`src/rtl/pipeline_ctrl_unit_if.sv`:
```
// Controller <-> fetch/decode/datapath signal bundle.
// master = pipeline_ctrl_unit, slave = decoder/datapath/BRAM side.
interface pipeline_ctrl_unit_if #(
  parameter int XLEN = 32,
  parameter int RA_W = 5
);
  logic [XLEN-1:0] inst_addra;
  logic [XLEN-1:0] PCout;
  logic [XLEN-1:0] dec_pc;
  logic            dec_valid;
  logic [RA_W-1:0] dec_rs1;
  logic [RA_W-1:0] dec_rs2;
  logic            dec_use_rs1;
  logic            dec_use_rs2;
  logic [RA_W-1:0] dec_rd;
  logic            dec_regwrite;
  logic            dec_is_load;
  logic            redirect_valid;
  logic [XLEN-1:0] redirect_target;
  logic [1:0]      fwd_sel_a;
  logic [1:0]      fwd_sel_b;
  logic            stall;
  logic            x_valid;
  logic            m_valid;
  logic [RA_W-1:0] x_rd;
  logic [RA_W-1:0] m_rd;
  logic            m_regwrite;

  modport master (
    output inst_addra, PCout,
    output dec_pc, dec_valid,
    input  dec_rs1, dec_rs2,
    input  dec_use_rs1, dec_use_rs2,
    input  dec_rd, dec_regwrite,
    input  dec_is_load,
    input  redirect_valid,
    input  redirect_target,
    output fwd_sel_a, fwd_sel_b,
    output stall,
    output x_valid, m_valid,
    output x_rd, m_rd,
    output m_regwrite
  );

  modport slave (
    input  inst_addra, PCout,
    input  dec_pc, dec_valid,
    output dec_rs1, dec_rs2,
    output dec_use_rs1, dec_use_rs2,
    output dec_rd, dec_regwrite,
    output dec_is_load,
    output redirect_valid,
    output redirect_target,
    input  fwd_sel_a, fwd_sel_b,
    input  stall,
    input  x_valid, m_valid,
    input  x_rd, m_rd,
    input  m_regwrite
  );
endinterface

```
`src/rtl/pipeline_ctrl_unit.sv`:
```
// Fetch/pipeline controller for the 3-stage F/D -> X -> M/WB core.
// Ports: Clock, Reset (sync, active-high), bus (pipeline_ctrl_unit_if.master).
module pipeline_ctrl_unit #(
  parameter int              XLEN      = 32,
  parameter logic [XLEN-1:0] RESET_PC  = '0,
  parameter int              RA_W      = 5,
  parameter int              INST_STEP = 4
) (
  input  logic                Clock,
  input  logic                Reset,
  pipeline_ctrl_unit_if.master bus
);

  localparam logic [1:0] FWD_RF = 2'd0;
  localparam logic [1:0] FWD_X  = 2'd1;
  localparam logic [1:0] FWD_M  = 2'd2;

  logic [XLEN-1:0] pc_q, pc_d;
  logic [XLEN-1:0] dec_pc_q, dec_pc_d;
  logic            dec_valid_q, dec_valid_d;

  logic            x_valid_q, x_valid_d;
  logic [RA_W-1:0] x_rd_q, x_rd_d;
  logic            x_rw_q, x_rw_d;
  logic            x_ld_q, x_ld_d;
  logic [1:0]      fwd_a_q, fwd_a_d;
  logic [1:0]      fwd_b_q, fwd_b_d;

  logic            m_valid_q;
  logic [RA_W-1:0] m_rd_q;
  logic            m_rw_q;

  logic x_hit_a, x_hit_b;
  logic m_hit_a, m_hit_b;
  logic stall_c;
  logic do_redir, do_stall, do_seq;

  function automatic logic hit(
    input logic            v,
    input logic            rw,
    input logic [RA_W-1:0] srd,
    input logic [RA_W-1:0] src,
    input logic            use_s
  );
    return v & rw & (srd != '0) &
           (srd == src) & use_s;
  endfunction

  function automatic logic [1:0] sel(
    input logic xh,
    input logic mh
  );
    logic [1:0] s;
    s = FWD_RF;
    if (xh)
      s = FWD_X;
    else if (mh)
      s = FWD_M;
    return s;
  endfunction

  always_comb begin
    x_hit_a = hit(x_valid_q, x_rw_q, x_rd_q,
                  bus.dec_rs1, bus.dec_use_rs1);
    x_hit_b = hit(x_valid_q, x_rw_q, x_rd_q,
                  bus.dec_rs2, bus.dec_use_rs2);
    m_hit_a = hit(m_valid_q, m_rw_q, m_rd_q,
                  bus.dec_rs1, bus.dec_use_rs1);
    m_hit_b = hit(m_valid_q, m_rw_q, m_rd_q,
                  bus.dec_rs2, bus.dec_use_rs2);
  end

  // A redirect squashes the consumer anyway, so it
  // never waits on a load.
  assign stall_c = dec_valid_q & x_valid_q & x_ld_q &
                   (x_hit_a | x_hit_b) &
                   ~bus.redirect_valid;

  assign do_redir = bus.redirect_valid;
  assign do_stall = stall_c;
  assign do_seq   = ~bus.redirect_valid & ~stall_c;

  always_comb begin
    pc_d        = pc_q;
    dec_pc_d    = dec_pc_q;
    dec_valid_d = dec_valid_q;
    x_valid_d   = 1'b0;
    x_rd_d      = bus.dec_rd;
    x_rw_d      = bus.dec_regwrite;
    x_ld_d      = bus.dec_is_load;
    fwd_a_d     = FWD_RF;
    fwd_b_d     = FWD_RF;
    unique case (1'b1)
      do_redir: begin
        pc_d        = {bus.redirect_target[XLEN-1:1],
                       1'b0};
        dec_pc_d    = pc_q;
        dec_valid_d = 1'b0;
      end
      do_stall: begin
        // PC/decode hold; X takes a bubble.
      end
      do_seq: begin
        pc_d        = pc_q + XLEN'(INST_STEP);
        dec_pc_d    = pc_q;
        dec_valid_d = 1'b1;
        x_valid_d   = dec_valid_q;
        fwd_a_d     = sel(x_hit_a, m_hit_a);
        fwd_b_d     = sel(x_hit_b, m_hit_b);
      end
      default: begin
      end
    endcase
  end

  always_ff @(posedge Clock) begin
    if (Reset) begin
      pc_q        <= RESET_PC;
      dec_pc_q    <= RESET_PC;
      dec_valid_q <= 1'b0;
      x_valid_q   <= 1'b0;
      x_rd_q      <= '0;
      x_rw_q      <= 1'b0;
      x_ld_q      <= 1'b0;
      fwd_a_q     <= FWD_RF;
      fwd_b_q     <= FWD_RF;
      m_valid_q   <= 1'b0;
      m_rd_q      <= '0;
      m_rw_q      <= 1'b0;
    end else begin
      pc_q        <= pc_d;
      dec_pc_q    <= dec_pc_d;
      dec_valid_q <= dec_valid_d;
      x_valid_q   <= x_valid_d;
      x_rd_q      <= x_rd_d;
      x_rw_q      <= x_rw_d;
      x_ld_q      <= x_ld_d;
      fwd_a_q     <= fwd_a_d;
      fwd_b_q     <= fwd_b_d;
      m_valid_q   <= x_valid_q;
      m_rd_q      <= x_rd_q;
      m_rw_q      <= x_rw_q;
    end
  end

  // While stalled the BRAM re-reads the held
  // decode instruction.
  assign bus.inst_addra = stall_c ? dec_pc_q : pc_q;
  assign bus.PCout      = pc_q;
  assign bus.dec_pc     = dec_pc_q;
  assign bus.dec_valid  = dec_valid_q;
  assign bus.fwd_sel_a  = fwd_a_q;
  assign bus.fwd_sel_b  = fwd_b_q;
  assign bus.stall      = stall_c;
  assign bus.x_valid    = x_valid_q;
  assign bus.m_valid    = m_valid_q;
  assign bus.x_rd       = x_rd_q;
  assign bus.m_rd       = m_rd_q;
  assign bus.m_regwrite = m_valid_q & m_rw_q &
                          (m_rd_q != '0);

endmodule

```
`src/flat_wrapper.sv`:
```
// flat-port wrapper written by rule: the top's interface ports become plain ports
module pipeline_ctrl_unit_flat 
#(
  parameter int              XLEN      = 32,
  parameter logic [XLEN-1:0] RESET_PC  = '0,
  parameter int              RA_W      = 5,
  parameter int              INST_STEP = 4
)
  (Clock, Reset, bus_inst_addra, bus_PCout, bus_dec_pc, bus_dec_valid, bus_dec_rs1, bus_dec_rs2, bus_dec_use_rs1, bus_dec_use_rs2, bus_dec_rd, bus_dec_regwrite, bus_dec_is_load, bus_redirect_valid, bus_redirect_target, bus_fwd_sel_a, bus_fwd_sel_b, bus_stall, bus_x_valid, bus_m_valid, bus_x_rd, bus_m_rd, bus_m_regwrite);
  pipeline_ctrl_unit_if #(.XLEN(XLEN), .RA_W(RA_W)) bus_i ();
  input  logic Clock;
  input  logic Reset;
  output wire logic [$bits(bus_i.inst_addra)-1:0] bus_inst_addra;
  output wire logic [$bits(bus_i.PCout)-1:0] bus_PCout;
  output wire logic [$bits(bus_i.dec_pc)-1:0] bus_dec_pc;
  output wire logic [$bits(bus_i.dec_valid)-1:0] bus_dec_valid;
  input wire logic [$bits(bus_i.dec_rs1)-1:0] bus_dec_rs1;
  input wire logic [$bits(bus_i.dec_rs2)-1:0] bus_dec_rs2;
  input wire logic [$bits(bus_i.dec_use_rs1)-1:0] bus_dec_use_rs1;
  input wire logic [$bits(bus_i.dec_use_rs2)-1:0] bus_dec_use_rs2;
  input wire logic [$bits(bus_i.dec_rd)-1:0] bus_dec_rd;
  input wire logic [$bits(bus_i.dec_regwrite)-1:0] bus_dec_regwrite;
  input wire logic [$bits(bus_i.dec_is_load)-1:0] bus_dec_is_load;
  input wire logic [$bits(bus_i.redirect_valid)-1:0] bus_redirect_valid;
  input wire logic [$bits(bus_i.redirect_target)-1:0] bus_redirect_target;
  output wire logic [$bits(bus_i.fwd_sel_a)-1:0] bus_fwd_sel_a;
  output wire logic [$bits(bus_i.fwd_sel_b)-1:0] bus_fwd_sel_b;
  output wire logic [$bits(bus_i.stall)-1:0] bus_stall;
  output wire logic [$bits(bus_i.x_valid)-1:0] bus_x_valid;
  output wire logic [$bits(bus_i.m_valid)-1:0] bus_m_valid;
  output wire logic [$bits(bus_i.x_rd)-1:0] bus_x_rd;
  output wire logic [$bits(bus_i.m_rd)-1:0] bus_m_rd;
  output wire logic [$bits(bus_i.m_regwrite)-1:0] bus_m_regwrite;
  assign bus_inst_addra = bus_i.inst_addra;
  assign bus_PCout = bus_i.PCout;
  assign bus_dec_pc = bus_i.dec_pc;
  assign bus_dec_valid = bus_i.dec_valid;
  assign bus_i.dec_rs1 = bus_dec_rs1;
  assign bus_i.dec_rs2 = bus_dec_rs2;
  assign bus_i.dec_use_rs1 = bus_dec_use_rs1;
  assign bus_i.dec_use_rs2 = bus_dec_use_rs2;
  assign bus_i.dec_rd = bus_dec_rd;
  assign bus_i.dec_regwrite = bus_dec_regwrite;
  assign bus_i.dec_is_load = bus_dec_is_load;
  assign bus_i.redirect_valid = bus_redirect_valid;
  assign bus_i.redirect_target = bus_redirect_target;
  assign bus_fwd_sel_a = bus_i.fwd_sel_a;
  assign bus_fwd_sel_b = bus_i.fwd_sel_b;
  assign bus_stall = bus_i.stall;
  assign bus_x_valid = bus_i.x_valid;
  assign bus_m_valid = bus_i.m_valid;
  assign bus_x_rd = bus_i.x_rd;
  assign bus_m_rd = bus_i.m_rd;
  assign bus_m_regwrite = bus_i.m_regwrite;
  pipeline_ctrl_unit #(.XLEN(XLEN), .RESET_PC(RESET_PC), .RA_W(RA_W), .INST_STEP(INST_STEP)) u_core (.Clock(Clock), .Reset(Reset), .bus(bus_i));
endmodule
```
`config.mk`:
```
export PLATFORM = sky130hd
export DESIGN_NAME = pipeline_ctrl_unit_flat
export DESIGN_NICKNAME = d
export VERILOG_FILES = /design/src/rtl/pipeline_ctrl_unit_if.sv /design/src/rtl/pipeline_ctrl_unit.sv /design/src/flat_wrapper.sv
export SDC_FILE = /design/constraint.sdc
export NUM_CORES = 1
export LEC_CHECK = 0
export CORE_MARGIN = 1
export CORE_UTILIZATION = 39
export DETAILED_ROUTE_END_ITERATION = 10
export PLACE_DENSITY = 0.84
export SYNTH_ARGS = -nofsm -noshare
export SYNTH_HDL_FRONTEND = slang
export SYNTH_SLANG_ARGS = --single-unit
```
`constraint.sdc`:
```
create_clock -name Clock -period 3.7 [get_ports Clock]
set_input_delay 0.37 -clock Clock [delete_from_list [all_inputs] [get_ports Clock]]
set_output_delay 0.37 -clock Clock [all_outputs]
set_load 0.02 [all_outputs]
```
==> flow_results.org, run 1 <==
** Placed design
- At the placement stage, the worst setup path has a slack of just under 0.3 ns.
- At the end of routability-driven placement, the weighted congestion stood at around 0.85.
- The number of placed instances, taps included, is 692.
- The wire-length estimate of the detail-placed layout is between 8000 and 9000 µm.
- Number of I/O port buffers :: 164

** Yosys
- During synthesis, Yosys emitted a total of 0 warnings.
- Part of the Yosys area used for sequential elements :: 42.3%
- Of the total synthesized cell area, the portion taken by XOR and XNOR cells is between 4 and 5%.
- Simple-Gate Fraction of Synth Area :: 24.9%
- Number of storage elements in the synthesis netlist :: slightly above 80
- Most instantiated flip-flop cell in the synthesis netlist :: dfxtp_1
- Count of flip-flops with a built-in enable after synthesis :: 0
- Synthesized-area fraction occupied by adder cells :: less than 1%
- The netlist uses between 50 and 60 different library cells.
- Counting flops with an async set or reset pin after synthesis yields a share of 0%.
- Combinational family with the most area after synthesis :: simple AND/OR/NAND/NOR gates
- Post-synthesis cell count :: about 420
- The average instance in the mapped netlist occupies 9.35 µm².
- Post-synthesis compound-gate area fraction :: 13.4%
- Yosys top cell area share :: 42.3%
- The cell area that synthesis handed to floorplanning was ~3900 µm².
- The largest total area in the synthesized netlist belongs to dfxtp_1.
- Top area cells in the synthesized netlist :: dfxtp_1 42%, mux2_1 8.4%, nor2b_1 7.3%
- Post-synthesis mux area share :: around 9.3%

** Power
- Flop pwr share :: a little under half
- Internal power :: around 0.0016 W
- Largest voltage drop on the vdd net :: roughly 190 µV
- Of the total power, the share spent switching nets is between 20% and 30%.
- The analysis attributes to cell leakage a power of roughly 2.1 nW.
- For this design the ratio of total power to cell area is between 300 and 400 nW/µm².
- Combinational logic is responsible for a little under a fifth of the overall power.
- Sw power :: around 0.00056 W
- Portion of total power attributed to the clock network :: a little over a third

** Global routing
- For this run, the total global-route usage over all layers was measured as a little over a fifth.
- For met1 alone, demand over resource in global routing was 26.4%.
- The number of global-route vias before repair is between 3000 and 4000.
- For this run the aggregate overflow at the end of global routing stands at 0.
- Most Crowded Layer GR :: met2
- For met2 alone, demand over resource in global routing was a little under two fifths.
- The first global-routing pass estimated 17800 µm of wire.
- Largest net degree at the start of global routing :: 56
- The initial antenna violation count was 0.
- For met3 alone, demand over resource in global routing was roughly 2.6%.

** Timing
- Slew HR :: about a third
- Across all setup checks in the final design, the least slack found is a little under 0.3 ns.
- Final min period :: 3.41 ns
- Unrepaired setup endpoints after global routing :: no
- Setup violations remaining at the end of the flow were counted as 0.
- Hold is met by 0.492 ns.
- Final hold violation count :: 0
- The max-slew violation count was 0.
- Worst clock skew :: roughly 0.012 ns
- Max Clk Rate :: 0.293 GHz
- Total Neg Setup Slack :: 0 ns
- In the finished design, the share of the clock period the worst path needs comes to between 90% and 100%.
- Worst slew pin tran :: between 0.9 and 1 ns

** Setup path
- Setup slack on the worst reg-to-reg path comes out at 1.06 ns.
- CP delay by family, top :: buffers and inverters
- Among the stages of the critical path, the cell type that occurs most often is clkdlybuf4s50_1.
- The critical path crosses 8 cells after its start point.
- The critical path contains buffers and inverters numbering 3 combined.
- Cell-by-cell listing of the critical path :: clkdlybuf4s50_1 > xor2_1 > nor4_1 > nand3_1 > a211oi_4 > buf_4 > mux2_1 > clkdlybuf4s50_1
- The worst setup path is captured at an output port.
- Max stage delay cell, worst path :: clkdlybuf4s50_1
- R2r worst-path depth :: 7
- Of all nets on the critical path, the largest fanout is 20.
- Slowest Stage Delay on Critical Path :: about 0.55 ns
- Arrival @ worst endpoint :: 3.04 ns
- The endpoint identified for the worst register-to-register timing path is u_core.bus.PCout[11].
- The setup path with the least slack is of type in -> out.
- The worst setup path is launched from a primary input.
- Data required time of the critical path :: 3.33 ns
- Startpoint of the worst-slack reg-to-reg timing path :: u_core.bus.x_rd[1]

** Route
- Across all layers, the routed design uses ~3700 vias.
- Total DRC errors in the routed layout :: 0
- Routed length per instance :: about 16 µm
- The first routing iteration left around 100 violations.
- After detailed routing, the total wire length is 11000 µm.
- The pre-antenna-repair detailed-routing pass consisted of 7 iterations.
- Avg Vias per Cell :: about 5.3
- The count of nets left with antenna violations once routing finished came out at 0.

** Job
- Max-capacitance violation count :: 0

** CTS
- Clk Latency, worst-skew pair :: between 0.3 and 0.4 ns
- Clock-pin slew was measured on the worst setup and hold paths at roughly 0.08 ns.
- In this run, CTS created clock tree buffers numbering 9.
- Post-cts sizing count :: 0
- Counting along the longest clock path gives a buffer depth of 2.
- Root Buffer Master :: clkbuf_8
- Sink Count :: 82
- Hold repair after CTS inserted 0 buffers.
- Buffers added to address setup during post-CTS repair amount to 0.
- TritonCTS built the clock tree.
- Number of levels in the clock H-tree :: 3

** Floorplan
- # rows :: 36
- Full die area :: around 10000 µm²
- between 150 and 200 I/O pins were placed.
- The die is between 100 and 150 µm wide.
- Core area :: approximately 10000 µm²
- The die is 102 µm tall.
- Initial core utilization :: about 40%

** Finish
- Measured on the finished design, the core utilization comes to between 60% and 70%.
- Most frequent cells in the layout :: 162 x clkdlybuf4s50_1, 82 x dfxtp_1, 45 x nor2b_1, 33 x nor2_1, 29 x mux2_1
- Compared with the post-synthesis result, the final layout area differs by 51.0%.
- Non-filler instance count after layout :: between 700 and 800
- Layout Nets :: 625
- Most common cell after layout, fill and taps aside :: clkdlybuf4s50_1
- 0 antenna diodes ended up in the layout.
- Share of cells above drive strength 1 :: ~5.6%
- The layout has 820 filler cells.

** Hold path
- Source of the worst hold timing path :: u_core.x_rw_q
- Min-Delay Path Depth :: 1
- In this run the worst hold path is classified as reg -> reg.
- For hold timing, the worst endpoint is u_core.m_rw_q.

** Status
- Result of the run :: completed
==> worst max path at each step <==
stage | startpoint | end | slack, ns
after global routing | bus_dec_rs1[2] | bus_inst_addra[10] | 0.08
after detailed placement | bus_dec_rs2[0] | bus_inst_addra[14] | 0.30
after floorplan | u_core.bus.x_rd[0] | bus_inst_addra[14] | 1.12
after CTS | bus_dec_rs2[0] | bus_inst_addra[14] | 0.28
after global placement | bus_dec_rs2[0] | bus_inst_addra[12] | 0.32
final | bus_dec_rs2[0] | bus_inst_addra[16] | 0.29
==> power groups by stage <==
stage	registers (W)	logic (W)	clock network, W
after floorplan	0.00105	0.000151	0
after global placement	0.00100	0.000411	0
after detailed placement	0.00100	0.000419	0
after CTS	0.000983	0.000421	0.000795
after global routing	0.000992	0.000449	0.000827
final	0.000983	0.000419	0.000778
==> sequential cells by signal, indices dropped and copies added, names as in the netlist, 2 cells and up <==
signal,flops
u_core.bus.dec_pc,31
u_core.bus.fwd_sel_a,2
u_core.bus.x_rd,5
u_core.bus.m_rd,5
u_core.bus.fwd_sel_b,2
u_core.bus.PCout,31
==> per-layer routing <==
layer / routed length, µm / share of wire, %
met3: 452 / 4.1
met2: 5720 / 52
met1: 4710 / 43
met4: 143 / 1.3
met5: 0 / 0
==> cell families (layout without fill, tap and decap cells) <==
group | after synthesis | count (layout)
buffers and inverters | 44 | 201
adders and majority gates | 1 | 1
DFF | 82 | 82
AOI/OAI and AO/OA | 65 | 65
xor gates and xnor gates | 21 | 21
and+or+nand+nor | 169 | 169
other | 1 | 3
muxes | 32 | 32
==> cell type report <==
type | instances | area [µm²] | share of cell area (%)
clock buffer | 10 | 138 | 2.35
clock inverter | 5 | 103 | 1.75
inverter | 14 | 52.6 | 0.897
multi-input combinational | 291 | 2070 | 35.3
sequential | 82 | 1640 | 28.0
tap | 133 | 166 | 2.84
timing repair buffer | 172 | 1690 | 28.9
==> through the flow <==
step           instance area (µm²)  total power (W)
2_1_floorplan                 3890          0.00120
3_3_place_gp                  5620          0.00141
3_5_place_dp                  5620          0.00142
4_1_cts                       5860          0.00220
5_1_grt                       5860          0.00227
6_report                      5860          0.00218
==> synth_stat cells, drive strengths merged, types with 2 or more instances <==
library cell and instances:
o21bai 2, dfxtp 82, o311a 2, inv 14, or3 4, nor2 33, a21oi 3, clkbuf 19
a211oi 3, nand3 14, o211ai 2, o2111ai 2, nand4 8, buf 11, nor2b 45, o31ai 6
mux2 31, nor4b 13, a2111oi 13, or4 7, a311oi 15, xnor2 5, nor4 4, o21ai 7
a221oi 2, xor2 16, and3 8, nand2 19, nand2b 5, o21a 2, and2 3
(Power assumes the default switching activity.)
==> inputs of run 2 (changes only) <==
- ABC_CLOCK_PERIOD_IN_PS: default -> 3700
- PLACE_DENSITY: 0.84 -> 0.75
- TNS_END_PERCENT: default -> 20
==> flow_results.org, run 2 (synthesized netlist as in run 1, its figures left out) <==
** Status
- Result of the run :: completed

** Hold path
- Source of the worst hold timing path :: u_core.x_rw_q
- The min-delay analysis places its worst path in the category reg -> reg.

** Job
- The tool flagged a number of max-cap violations equal to 0.

** CTS
- Post-cts sizing count :: 0
- Counting along the longest clock path gives a buffer depth of 2.
- Once the clock tree was built, the setup fixing pass inserted 0 buffers.
- Clk Latency, worst-skew pair :: 0.34 ns
- Cts bufs inserted :: 9
- TritonCTS built the clock tree.
- Clock-pin slew was measured on the worst setup and hold paths at around 0.08 ns.
- The H-tree was split into 3 levels.
- Sink Count :: 82
- The number of hold buffers added after CTS was 0.
- Root Buffer Master :: clkbuf_8

** Power
- Pwr/cell area :: 354 nW/µm²
- For this design the static power due to leakage is 2.12 nW.
- Power comes to 0.00206 W.
- VDD sags by at most ~190 µV.

** Timing
- Timing would allow up to ~0.29 GHz.
- Final min period :: 3.41 ns
- The total count of hold-check failures in the final report is 0.
- Setup repair after global routing left no endpoint under its margin.
- Worst clock skew :: 0.0101 ns
- Adding up every negative setup slack in the final design gives 0 ns.
- The worst path uses a little over 90% of the clock period.
- At the pin with the least slew margin, the transition time is between 0.6 and 0.7 ns.
- Slew HR :: a little over half
- Setup violations remaining at the end of the flow were counted as 0.
- Max Transition Viols Final :: 0

** Route
- Total DRC errors in the routed layout :: 0
- After detailed routing, the met2 layer carries between 5000 and 6000 µm of wire.
- Number of detailed-routing iterations run before antenna repair :: 4
- Drt initial violations :: between 100 and 150
- The routed layout has around 3700 vias.
- Routed wl met3 :: 495 µm
- After detailed routing, the number of vias per cell comes to ~5.3.
- After detailed routing, the average wire length per cell comes to 15.6 µm.
- Detailed-routing wirelength on met1 :: just under 5000 µm
- After detailed routing, no signal wire sits above met4.
- The final layout contains routed wiring with a total length of between 10000 and 15000 µm.
- Antenna Nets Post-Route :: 0

** Finish
- Most common cell after layout, fill and taps aside :: clkdlybuf4s50_1
- At the end of the flow, the number of nets in the layout was between 600 and 700.
- Diode count :: 0
- For this run, the share of the core covered by cells in the final layout is between 50% and 60%.
- The top cell types in the final layout, fill and taps aside, are 162 x clkdlybuf4s50_1, 82 x dfxtp_1, 45 x nor2b_1, 33 x nor2_1, 29 x mux2_1.
- Syn-to-layout area delta :: 49.8%
- Cells with a size suffix above 1 make up 5.40% of the layout.
- Fill cells in the final layout number just under 900.
- Non-filler instance count after layout :: a little over 700
- Summing all non-filler instances in the final layout gives an area of a little under 6000 µm².

** Global routing
- The first global-routing pass estimated 17500 µm of wire.
- Antenna violations before repair :: 0
- The number of global-route vias before repair is ~3600.
- For this run the aggregate overflow at the end of global routing stands at 0.
- Largest net degree at the start of global routing :: 49
- Global routing consumed, over all layers together, 21.5% of the routing resources.

** Floorplan
- The region available for standard cell placement spans 9730 µm².
- The die covers around 10000 µm².
- Die height :: around 100 µm
- # rows :: 36
- The initial utilization of the core area, before any placement, comes to 39.9%.
- The die is between 100 and 150 µm wide.
- Pin placement for this block handled 169 I/O pins.

** Setup path
- Number of buffer and inverter stages on the critical path :: 3
- Worst Path Max Fanout :: 20
- The kind of cell with the highest combined delay along the critical path is buffers and inverters.
- For the worst setup path, the data arrival time is 3.04 ns.
- Class of the most critical setup path :: in -> out
- Tracing the worst setup path back leads to its startpoint at bus_dec_rs1[4].
- CP endpoint kind :: output port
- In this design, the stage delay of the slowest critical-path cell is about 0.54 ns.
- The most numerous cell type found on the critical path is clkdlybuf4s50_1.
- Cell-by-cell listing of the critical path :: clkdlybuf4s50_1 > xor2_1 > nor4_1 > nand3_1 > a211oi_4 > buf_4 > mux2_1 > clkdlybuf4s50_1
- STA classifies the critical path startpoint as a primary input.
- The largest individual stage delay along the critical path comes from the cell clkdlybuf4s50_1.
- The worst register-to-register path begins at u_core.bus.x_rd[1].
- For the worst setup path, the data required time is about 3.3 ns.

** Placed design
- Once placement finished, the instance area stood at ~5600 µm².
- Number of I/O port buffers :: 164
- Placed Cells :: just under 700
- The wire-length estimate of the detail-placed layout is 7880 µm.
- At the end of routability-driven placement, the weighted congestion stood at about 0.80.
## run 2: cell count changes in the layout (fill, tap and decap cells not counted)
cell       before  now
inv_6           0    1
clkbuf_1        0    1
bufinv_16       3    1
## run 2: final cells by class
type	count	area, µm²	area share (%)
tap	133	166	2.86
clock inverter	4	51.3	0.882
sequential	82	1640	28.2
multi-input combinational	291	2070	35.6
inverter	14	52.6	0.904
timing repair buffer	172	1690	29.1
clock buffer	11	141	2.43
## run 2: path summary, 6_finish.rpt
path / slack, ns / endpoint / depth (start not counted)
setup reg to reg: 1.05 / u_core.bus.PCout[11] / 7
setup / recovery: 0.29 / bus_inst_addra[2] / 8
hold / removal: 0.49 / u_core.m_rw_q / 1
hold reg to reg: 0.49 / u_core.m_rw_q / 1
## run 2: per-layer routing
| layer | up-vias | global-route usage, % |
|---|---|---|
| met5 | - | 0 |
| met4 | 0 | 8.25 |
| met3 | 19 | 3.38 |
| met2 | 109 | 37.1 |
| met1 | 1785 | 26.7 |
| li1 | 1807 | - |
## run 2: per-stage QoR
stage	setup WS, ns	hold slack [ns]
3_3_place_gp	0.329	0.475
2_1_floorplan	1.12	0.460
4_1_cts	0.296	0.490
6_report	0.293	0.491
5_1_grt	0.0964	0.504
3_5_place_dp	0.306	0.471
## run 2: where the power goes
part	switching (W)	internal, W	leakage (nW)
combinational	0.000196	0.000223	1.35
sequential	0.0000541	0.000930	0.677
clock	0.000326	0.000329	0.0958
